### config.mk
export PLATFORM = sky130hd
export DESIGN_NAME = dac_sample_pacer
export DESIGN_NICKNAME = d
export VERILOG_FILES = /design/src/rtl/dac_pkg.sv /design/src/rtl/sync_fifo.sv /design/src/rtl/dac_sample_pacer.sv
export SDC_FILE = /design/constraint.sdc
export NUM_CORES = 1
export LEC_CHECK = 0
export BUFFER_PORTS_ARGS = -buffer_cell sky130_fd_sc_hd__buf_4
export CAP_MARGIN = 20
export CORE_ASPECT_RATIO = 0.75
export CORE_MARGIN = 3
export CORE_UTILIZATION = 61
export CTS_CLUSTER_SIZE = 12
export DETAILED_ROUTE_END_ITERATION = 6
export PLACE_DENSITY = 0.77
export SYNTH_ARGS = -nofsm -noshare
export SYNTH_HDL_FRONTEND = slang
export SYNTH_HIERARCHICAL = 1
export SYNTH_SLANG_ARGS = --single-unit
### constraint.sdc
create_clock -name CLK -period 4.2 [get_ports CLK]
set_input_delay 0.42 -clock CLK [delete_from_list [all_inputs] [get_ports CLK]]
set_output_delay 0.42 -clock CLK [all_outputs]
set_load 0.005 [all_outputs]
### src/rtl/dac_pkg.sv
// Shared DAC definitions: sample width, sample type, midscale code and the
// trigger FSM state encoding used by the pacer.
package dac_pkg;

   localparam int DAC_BITS = 12;

   typedef logic [DAC_BITS-1:0] dac_sample_t;

   // Midscale code; also used by the DAC driver and the NCO.
   localparam dac_sample_t DAC_MIDSCALE = 12'h800;

   typedef enum logic {
      TRIG_IDLE  = 1'b0,
      TRIG_PULSE = 1'b1
   } trig_state_t;

endpackage

### src/rtl/sync_fifo.sv
// Single-clock FIFO with occupancy count.
// Ports:
//   CLK, RST  clock and synchronous active-high reset (empties the FIFO)
//   push      write wdata (ignored while full)
//   pop       advance the read pointer (ignored while empty)
//   wdata     write data
//   rdata     head of the FIFO (valid while not empty)
//   full      level == 2**DEPTH_LOG2
//   empty     level == 0
//   level     occupancy, 0..2**DEPTH_LOG2
module sync_fifo #(
   parameter int WIDTH      = 12,
   parameter int DEPTH_LOG2 = 4
) (
   input  logic                  CLK,
   input  logic                  RST,
   input  logic                  push,
   input  logic                  pop,
   input  logic [WIDTH-1:0]      wdata,
   output logic [WIDTH-1:0]      rdata,
   output logic                  full,
   output logic                  empty,
   output logic [DEPTH_LOG2:0]   level
);

   localparam int DEPTH = 1 << DEPTH_LOG2;

   logic [WIDTH-1:0]      mem [DEPTH];
   logic [DEPTH_LOG2-1:0] wr_ptr;
   logic [DEPTH_LOG2-1:0] rd_ptr;
   logic                  do_push;
   logic                  do_pop;

   assign full    = (level == (DEPTH_LOG2+1)'(DEPTH));
   assign empty   = (level == '0);
   assign do_push = push && !full;
   assign do_pop  = pop && !empty;
   assign rdata   = mem[rd_ptr];

   // Storage carries no reset; only pointers and level define contents.
   always_ff @(posedge CLK) begin
      if (!RST && do_push) mem[wr_ptr] <= wdata;
   end

   // Pointers are DEPTH_LOG2 bits wide and wrap naturally.
   always_ff @(posedge CLK) begin
      if (RST) begin
         wr_ptr <= '0;
         rd_ptr <= '0;
         level  <= '0;
      end else begin
         if (do_push) wr_ptr <= wr_ptr + 1'b1;
         if (do_pop)  rd_ptr <= rd_ptr + 1'b1;
         case ({do_push, do_pop})
            2'b10:   level <= level + 1'b1;
            2'b01:   level <= level - 1'b1;
            default: level <= level;
         endcase
      end
   end

endmodule

### src/rtl/dac_sample_pacer.sv
// Paces 12-bit samples from a bursty producer out to the SPI DAC driver at a
// fixed rate: one release every PERIOD clocks, each with a TRIG_WIDTH-clock
// trigger pulse whose rising edge coincides with the new data.
// Ports:
//   CLK, RST        clock and synchronous active-high reset
//   i_enable        run the period timer / allow releases
//   i_data,i_valid  producer sample and valid
//   o_ready         FIFO can accept (push = i_valid & o_ready)
//   o_dac_data      sample to DAC driver, held between releases
//   o_dac_trig      release pulse to DAC driver
//   o_level         FIFO occupancy
//   o_underrun      sticky: a release found the FIFO empty
//   i_clr_underrun  clears o_underrun (a new underrun on the same cycle wins)
module dac_sample_pacer
   import dac_pkg::*;
#(
   parameter int                  PERIOD     = 1000,
   parameter int                  DEPTH_LOG2 = 4,
   parameter int                  TRIG_WIDTH = 2,
   parameter logic [DAC_BITS-1:0] RESET_CODE = DAC_MIDSCALE
) (
   input  logic                  CLK,
   input  logic                  RST,
   input  logic                  i_enable,
   input  logic [DAC_BITS-1:0]   i_data,
   input  logic                  i_valid,
   output logic                  o_ready,
   output logic [DAC_BITS-1:0]   o_dac_data,
   output logic                  o_dac_trig,
   output logic [DEPTH_LOG2:0]   o_level,
   output logic                  o_underrun,
   input  logic                  i_clr_underrun
);

   localparam int TW = $clog2(PERIOD);
   localparam int CW = (TRIG_WIDTH > 1) ? $clog2(TRIG_WIDTH) : 1;

   logic [TW-1:0] timer;
   logic          tick;
   logic          fifo_full;
   logic          fifo_empty;
   dac_sample_t   head;
   logic          push;
   logic          pop;
   trig_state_t   state;
   trig_state_t   next_state;
   logic [CW-1:0] wcnt;
   logic [CW-1:0] next_wcnt;

   assign tick    = i_enable && (timer == TW'(PERIOD - 1));
   assign o_ready = !fifo_full;
   assign push    = i_valid && o_ready;
   // Pop sees the pre-edge empty flag, so a sample pushed on a tick cycle
   // into an empty FIFO waits for the next tick.
   assign pop     = tick && !fifo_empty;

   sync_fifo #(
      .WIDTH      (DAC_BITS),
      .DEPTH_LOG2 (DEPTH_LOG2)
   ) u_fifo (
      .CLK   (CLK),
      .RST   (RST),
      .push  (push),
      .pop   (pop),
      .wdata (i_data),
      .rdata (head),
      .full  (fifo_full),
      .empty (fifo_empty),
      .level (o_level)
   );

   // Period timer: runs 0..PERIOD-1 while enabled, parked at 0 otherwise.
   always_ff @(posedge CLK) begin
      if (RST || !i_enable)               timer <= '0;
      else if (timer == TW'(PERIOD - 1))  timer <= '0;
      else                                timer <= timer + 1'b1;
   end

   // Data and trigger state update on the same edge, so the trigger's rising
   // edge always lands with the new (or held) sample already on o_dac_data.
   always_ff @(posedge CLK) begin
      if (RST)      o_dac_data <= RESET_CODE;
      else if (pop) o_dac_data <= head;
   end

   always_ff @(posedge CLK) begin
      if (RST)                      o_underrun <= 1'b0;
      else if (tick && fifo_empty)  o_underrun <= 1'b1;
      else if (i_clr_underrun)      o_underrun <= 1'b0;
   end

   always_ff @(posedge CLK) begin
      if (RST) begin
         state <= TRIG_IDLE;
         wcnt  <= '0;
      end else begin
         state <= next_state;
         wcnt  <= next_wcnt;
      end
   end

   // Pulse length depends only on the width counter, so dropping i_enable
   // mid-pulse does not shorten it.
   always_comb begin
      next_state = state;
      next_wcnt  = wcnt;
      case (state)
         TRIG_IDLE: begin
            if (tick) begin
               next_state = TRIG_PULSE;
               next_wcnt  = CW'(TRIG_WIDTH - 1);
            end
         end
         TRIG_PULSE: begin
            if (wcnt == '0) next_state = TRIG_IDLE;
            else            next_wcnt  = wcnt - CW'(1);
         end
         default: next_state = TRIG_IDLE;
      endcase
   end

   assign o_dac_trig = (state == TRIG_PULSE);

endmodule

# ---- Yosys cells after proc, flatten, opt, wreduce, memory -nomap -nowiden
# Memory sizes are Yosys's and may differ from the RTL's. A register that Yosys moved wholly into a read port is not among the register bits.
# Cells that the tools add are included.
dict set report classes {
  multipliers 0
  div_mod_pow 0
  order_cmp 0
  shifts 0
  eq_ne 5
  n_mux 11
  addsub 6
  bitwise 1
  n_reduce_logical 16
}
# operator count
set op_table {}
lappend op_table {{$add A10 B1 Y10 const B} 1}
lappend op_table {{$eq A10 B10 Y1 const B} 1}
lappend op_table {{$pmux W5 S2} 1}
lappend op_table {{$add A4 B1 Y4 const B} 2}
lappend op_table {{$mux W1} 8}
lappend op_table {{$logic_and A1 B1 Y1} 7}
lappend op_table {{$add A5 B1 Y5 const B} 1}
lappend op_table {{$eq A5 B5 Y1 const B} 1}
lappend op_table {{$logic_not A5 Y1} 1}
lappend op_table {{$sub A5 B1 Y5 const B} 1}
lappend op_table {{$logic_not A1 Y1} 4}
lappend op_table {{$pmux W1 S2} 2}
lappend op_table {{$reduce_bool A2 Y1} 2}
lappend op_table {{$eq A2 B1 Y1 const B} 1}
lappend op_table {{$eq A2 B2 Y1 const B} 1}
lappend op_table {{$ne A2 B2 Y1 const B} 1}
lappend op_table {{$reduce_or A2 Y1} 1}
lappend op_table {{$logic_or A1 B1 Y1} 1}
lappend op_table {{$not A1 Y1} 1}
lappend op_table {{$sub A1 B1 Y1 const B} 1}
dict set report totals {
  latchBits 0
  n_memories 1
  wordCells 47
  romBits 0
  mem_bits_rw 192
  out_inout_bits 20
  regBits 26
  input_bits 17
}
# memory words word_bits rd rd_clocked_by_memory_dff wr line_no
set mem_list {}
lappend mem_list {u_fifo.mem 16 12 1 1 1 sync_fifo.sv:28} ;# logic [WIDTH-1:0] mem [DEPTH];

# ---- Longest topological paths before layout
dict set report depth {
  ltp_word 7
  mapped_depth 16
  ltp_nobuf 14
}

# ---- Hierarchy
# The synthesis kept the hierarchy.
# mod area_each_um2 instances seq_area_each_um2 cells_per_inst
set modules_own_cells {}
lappend modules_own_cells {sync_fifo 8125.3 1 6105.9 411}
lappend modules_own_cells {dac_sample_pacer 1014.7 1 500.5 107}

# ---- Least setup slack after synthesis
# Ideal clock, no wire load.
dict set report synth_path {
  path_type {reg-to-reg}
  from {register u_fifo.level[3]}
  to {register u_fifo.level[4]}
  synth_period_minus_slack_ps 3235
  slack_ps 965
  path_buffers 2
  setup_time_ps 121
  stages_incl_launch_ff 16
  arrival_time_ps 3114
  cell_sequence {dfxtp_1 -> or4_4 -> buf_6 -> nor2_1 -> and4b_1 -> nand4_4 -> buf_6 -> inv_1 -> o21ai_2 -> inv_1 -> ha_1 -> ha_1 -> nand2b_1 -> a21oi_1 -> mux2i_1 -> mux2_2}
}
dict set report synth_via {
  elab_chain_cells 6
  elab_cells_between_ends 14
  classes_between {add/sub: 2; eq/ne: 3; mux: 1; reduce/logical: 8}
}
# element line_no
set synth_lines {}
lappend synth_lines {{start: declaration} sync_fifo.sv:23} ;# output logic [DEPTH_LOG2:0] level
lappend synth_lines {{start signal: assignment} sync_fifo.sv:55} ;# 2'b10: level <= level + 1'b1;
lappend synth_lines {{start signal: assignment} sync_fifo.sv:56} ;# 2'b01: level <= level - 1'b1;
lappend synth_lines {{start signal: assignment} sync_fifo.sv:57} ;# default: level <= level;
lappend synth_lines {{$logic_not A5 Y1 *} sync_fifo.sv:35} ;# assign empty = (level == '0);
lappend synth_lines {{named net fifo_empty} dac_sample_pacer.sv:41} ;# logic fifo_empty;
lappend synth_lines {{$logic_not A1 Y1 *} dac_sample_pacer.sv:55} ;# assign pop = tick && !fifo_empty;
lappend synth_lines {{$logic_and A1 B1 Y1 *} dac_sample_pacer.sv:55}
lappend synth_lines {{named net pop} dac_sample_pacer.sv:44} ;# logic pop;
lappend synth_lines {{$logic_and A1 B1 Y1 *} sync_fifo.sv:37} ;# assign do_pop = pop && !empty;
lappend synth_lines {{named net u_fifo.do_pop} sync_fifo.sv:32} ;# logic do_pop;
lappend synth_lines {{$eq A2 B1 Y1 or $eq A2 B2 Y1 (tied branches)} sync_fifo.sv:54} ;# case ({do_push, do_pop})
lappend synth_lines {{$pmux W5 S2 or $reduce_bool A2 Y1 (tied branches)} n/a}
# The timed path passes the listed nets; every way through them passes the cells marked *.
# A chain may end at the register's enable or synchronous reset.

# ---- Final worst setup path
# Ends and elaborated chain as after synthesis.

==> results.sh <==
export IMPL_rsz0062_at_grt="no"
export IMPL_cts_made_buffers=23
export IMPL_clock_latency_ns=0.51
export IMPL_p_seq_frac=0.566
export IMPL_multiInputGateArea_um2=2390
export IMPL_cts_htree_levels=1
export IMPL_drv_cap=0
export IMPL_netlist_top_cells_area="edfxtp_1 63%, mux4_2 12%, dfxtp_1 9.2%, nor2_1 2.5%, a22oi_1 2.0%"
export IMPL_finalNetCount=602
export IMPL_period_needed_ns=3.59
export IMPL_drt_pass1_iter_count=5
export IMPL_start_util=0.628
export IMPL_hold_viol_final=0
export IMPL_drt_first_iter_violations=405
export IMPL_synth_warnings=6
export IMPL_critPathCaptureType="flop"
export IMPL_cts_tree="yes"
export IMPL_cts_clk_slew_worst_paths_ns=0.06
export IMPL_drc=0
export IMPL_fmax_mhz=278
export IMPL_cts_sinks=234
export IMPL_synth_nets=546
export IMPL_p_leak_uw=0.00355
export IMPL_regArea_um2=6610
export IMPL_power_total_uw=4480
export IMPL_grt_ovfl_total=0
export IMPL_hp_class="input pin to flop"
export IMPL_pwr_share_comb=0.025
export IMPL_dieHeight_um=112
export IMPL_drive_gt1_frac=0.234
export IMPL_skew_ns=0.0186
export IMPL_dieArea_um2=16500
export IMPL_num_vias=4755
export IMPL_fp_coreArea_um2=14500
export IMPL_track_usage=0.227
export IMPL_synth_edf_count=192
export IMPL_grt_max_degree=49
export IMPL_path_max_fanout=14
export IMPL_peakVddDrop_uv=332
export IMPL_power_internal_uw=3610
export IMPL_power_density_nw_per_um2=433
export IMPL_cts_resized_gates=0
export IMPL_clk_path_buf_depth=3
export IMPL_cpPeakStageDelay_ns=0.61
export IMPL_wl_per_cell_um=22.9
export IMPL_synth_top_area_frac=0.631
export IMPL_r2r_setup_slack_ns=0.61
export IMPL_io_pins=37
export IMPL_pre_cts_ws_ns=0.645
export IMPL_worstPathRequired_ns=4.59
export IMPL_syn_avg_cell_area_um2=17.6
export IMPL_ant_nets=0
export IMPL_grt_pass1_wl_mm=28.3
export IMPL_clkPwrFrac=0.410
export IMPL_post_cts_buffers=0
export IMPL_via_per_inst=6.01
export IMPL_yosysUniqueCellTypes=41
export IMPL_synth_common_cells="192 x edfxtp_1, 62 x nor2_1, 48 x mux4_2"
export IMPL_post_route_period_util=0.856
export IMPL_antenna_cells=0
export IMPL_postLayoutCellArea_um2=10400
export IMPL_dpl_instance_area_um2=9680
export IMPL_tns_ns=0
export IMPL_hpwl_mm=10.8
export IMPL_gp_congestion=0.772
export IMPL_tightest_slew_ns=0.994
export IMPL_ys_async_sr_fraction=0
export IMPL_fillers=915
export IMPL_setup_slack_ns=0.607
export IMPL_wl_mm=18.1
export IMPL_slowest_stage="or4_4"
export IMPL_netlist_instances=518
export IMPL_antenna_found_initial=0
export IMPL_path_cells="or4_4 > nor2_1 > and4b_1 > nand4_4 > inv_1 > o21ai_2 > inv_1 > ha_1 > ha_1 > nand2b_1 > a21oi_1 > mux2i_1 > mux2_2"
export IMPL_ys_flop_type="edfxtp_1"
export IMPL_die_w_um=147
export IMPL_switching_share=0.194
export IMPL_rows=38
export IMPL_port_buffers=36
export IMPL_slew_viol_final=0
export IMPL_setup_viol=0
export IMPL_startpoint_type="flop"
export IMPL_worstSetupPathType="flop to flop"
export IMPL_outcome="complete, no violations"
export IMPL_ys_ff_latch=234
export IMPL_relSlewSlack=0.338
export IMPL_cts_root_buf="clkbuf_16"
export IMPL_seq_area_frac_synth=0.723
export IMPL_synth_area_um2=9140
export IMPL_p_sw_uw=872
export IMPL_synth_top_cell_by_area="edfxtp_1"
export IMPL_synth_most_common_cell="edfxtp_1"
export IMPL_area_delta_synth_final_pct=13.3
export IMPL_hold_buffers=0
export IMPL_grt_pass1_vias=4744
export IMPL_arrival_ns=3.98
path summary, 6_finish.rpt:
kind,start,endpoint,depth (start not counted)
hold reg to reg,timer[0],timer[0],1
setup / recovery,u_fifo/level[3],u_fifo/level[4],13
setup reg to reg,u_fifo/level[3],u_fifo/level[4],13
hold / removal,i_clr_underrun,o_underrun,4
layout make-up:
| cell class | count | area share |
|---|---|---|
| Inverter | 10 | 0.00363 |
| Clock buffer | 41 | 0.0631 |
| Clock inverter | 1 | 0.000846 |
| Multi-Input combinational cell | 252 | 0.231 |
| Sequential cell | 234 | 0.639 |
| Timing Repair Buffer | 53 | 0.0388 |
| Tap cell | 200 | 0.0242 |
metrics by stage:
stage | instances | hold WS [ns] | utilization
after global routing | 791 | 0.215 | 0.711
after floorplan | 518 | 0.418 | -
after detailed placement | 748 | 0.445 | 0.665
after CTS | 790 | 0.187 | 0.711
final | 791 | 0.192 | 0.711
after global placement | 748 | 0.429 | 0.665
placed cells by master (no fill, tap or decap), types with 2 or more instances in the layout:
cell type and n:
mux2i_1 15, nand2b_1 4, dfxtp_1 40, mux4_2 48, nor3_1 3, xnor2_1 4, nor2_2 3, inv_1 10
edfxtp_1 192, a21oi_1 6, and3_1 3, and2_1 3, ha_1 10, nor2b_1 5, a22oi_1 24, o211ai_1 2
nand3_1 5, nand2_1 28, clkbuf_1 17, xor2_1 10, buf_4 52, clkbuf_16 23, or3_1 3, nor2_1 59
kinds of logic after synthesis:
family / share of synthesized area
fa+ha+maj: 0.0159
simple gates: 0.0649
flops: 0.723
buf+inv: 0.0167
xor+xnor: 0.0134
mux: 0.137
compound gates: 0.0292
sequential cells by signal (all words and copies together), names as in the netlist, named ones only:
signal / count
wcnt: 1
o_dac_data: 12
u_fifo/rd_ptr: 4
timer: 10
u_fifo/mem: 192
u_fifo/level: 5
u_fifo/wr_ptr: 4
o_dac_trig: 1
o_underrun: 1
metal layers:
metal	vias to the layer above	routed length, um	track usage
met3	23	1430	0.0480
met2	167	8700	0.349
met1	2440	7720	0.345
met5	-	0	0
met4	0	297	0.0497
li1	2125	-	-
critical path: cells and delay by family (launching register included):
kind            cells  cell delay (ns)
simple gates        5             1.44
fa+ha+maj           2             0.62
compound gates      2             0.29
flops               1             0.34
mux                 2             0.57
buf+inv             2             0.22
power by group through the flow:
stage | combinational, uW | sequential (uW) | clock (uW)
2_1_floorplan | 56.2 | 2580 | 0
6_report | 110 | 2540 | 1840
5_1_grt | 122 | 2540 | 1960
3_5_place_dp | 109 | 2580 | 0
4_1_cts | 110 | 2540 | 1870
3_3_place_gp | 102 | 2580 | 0
Power figures use the tool's default switching activity.
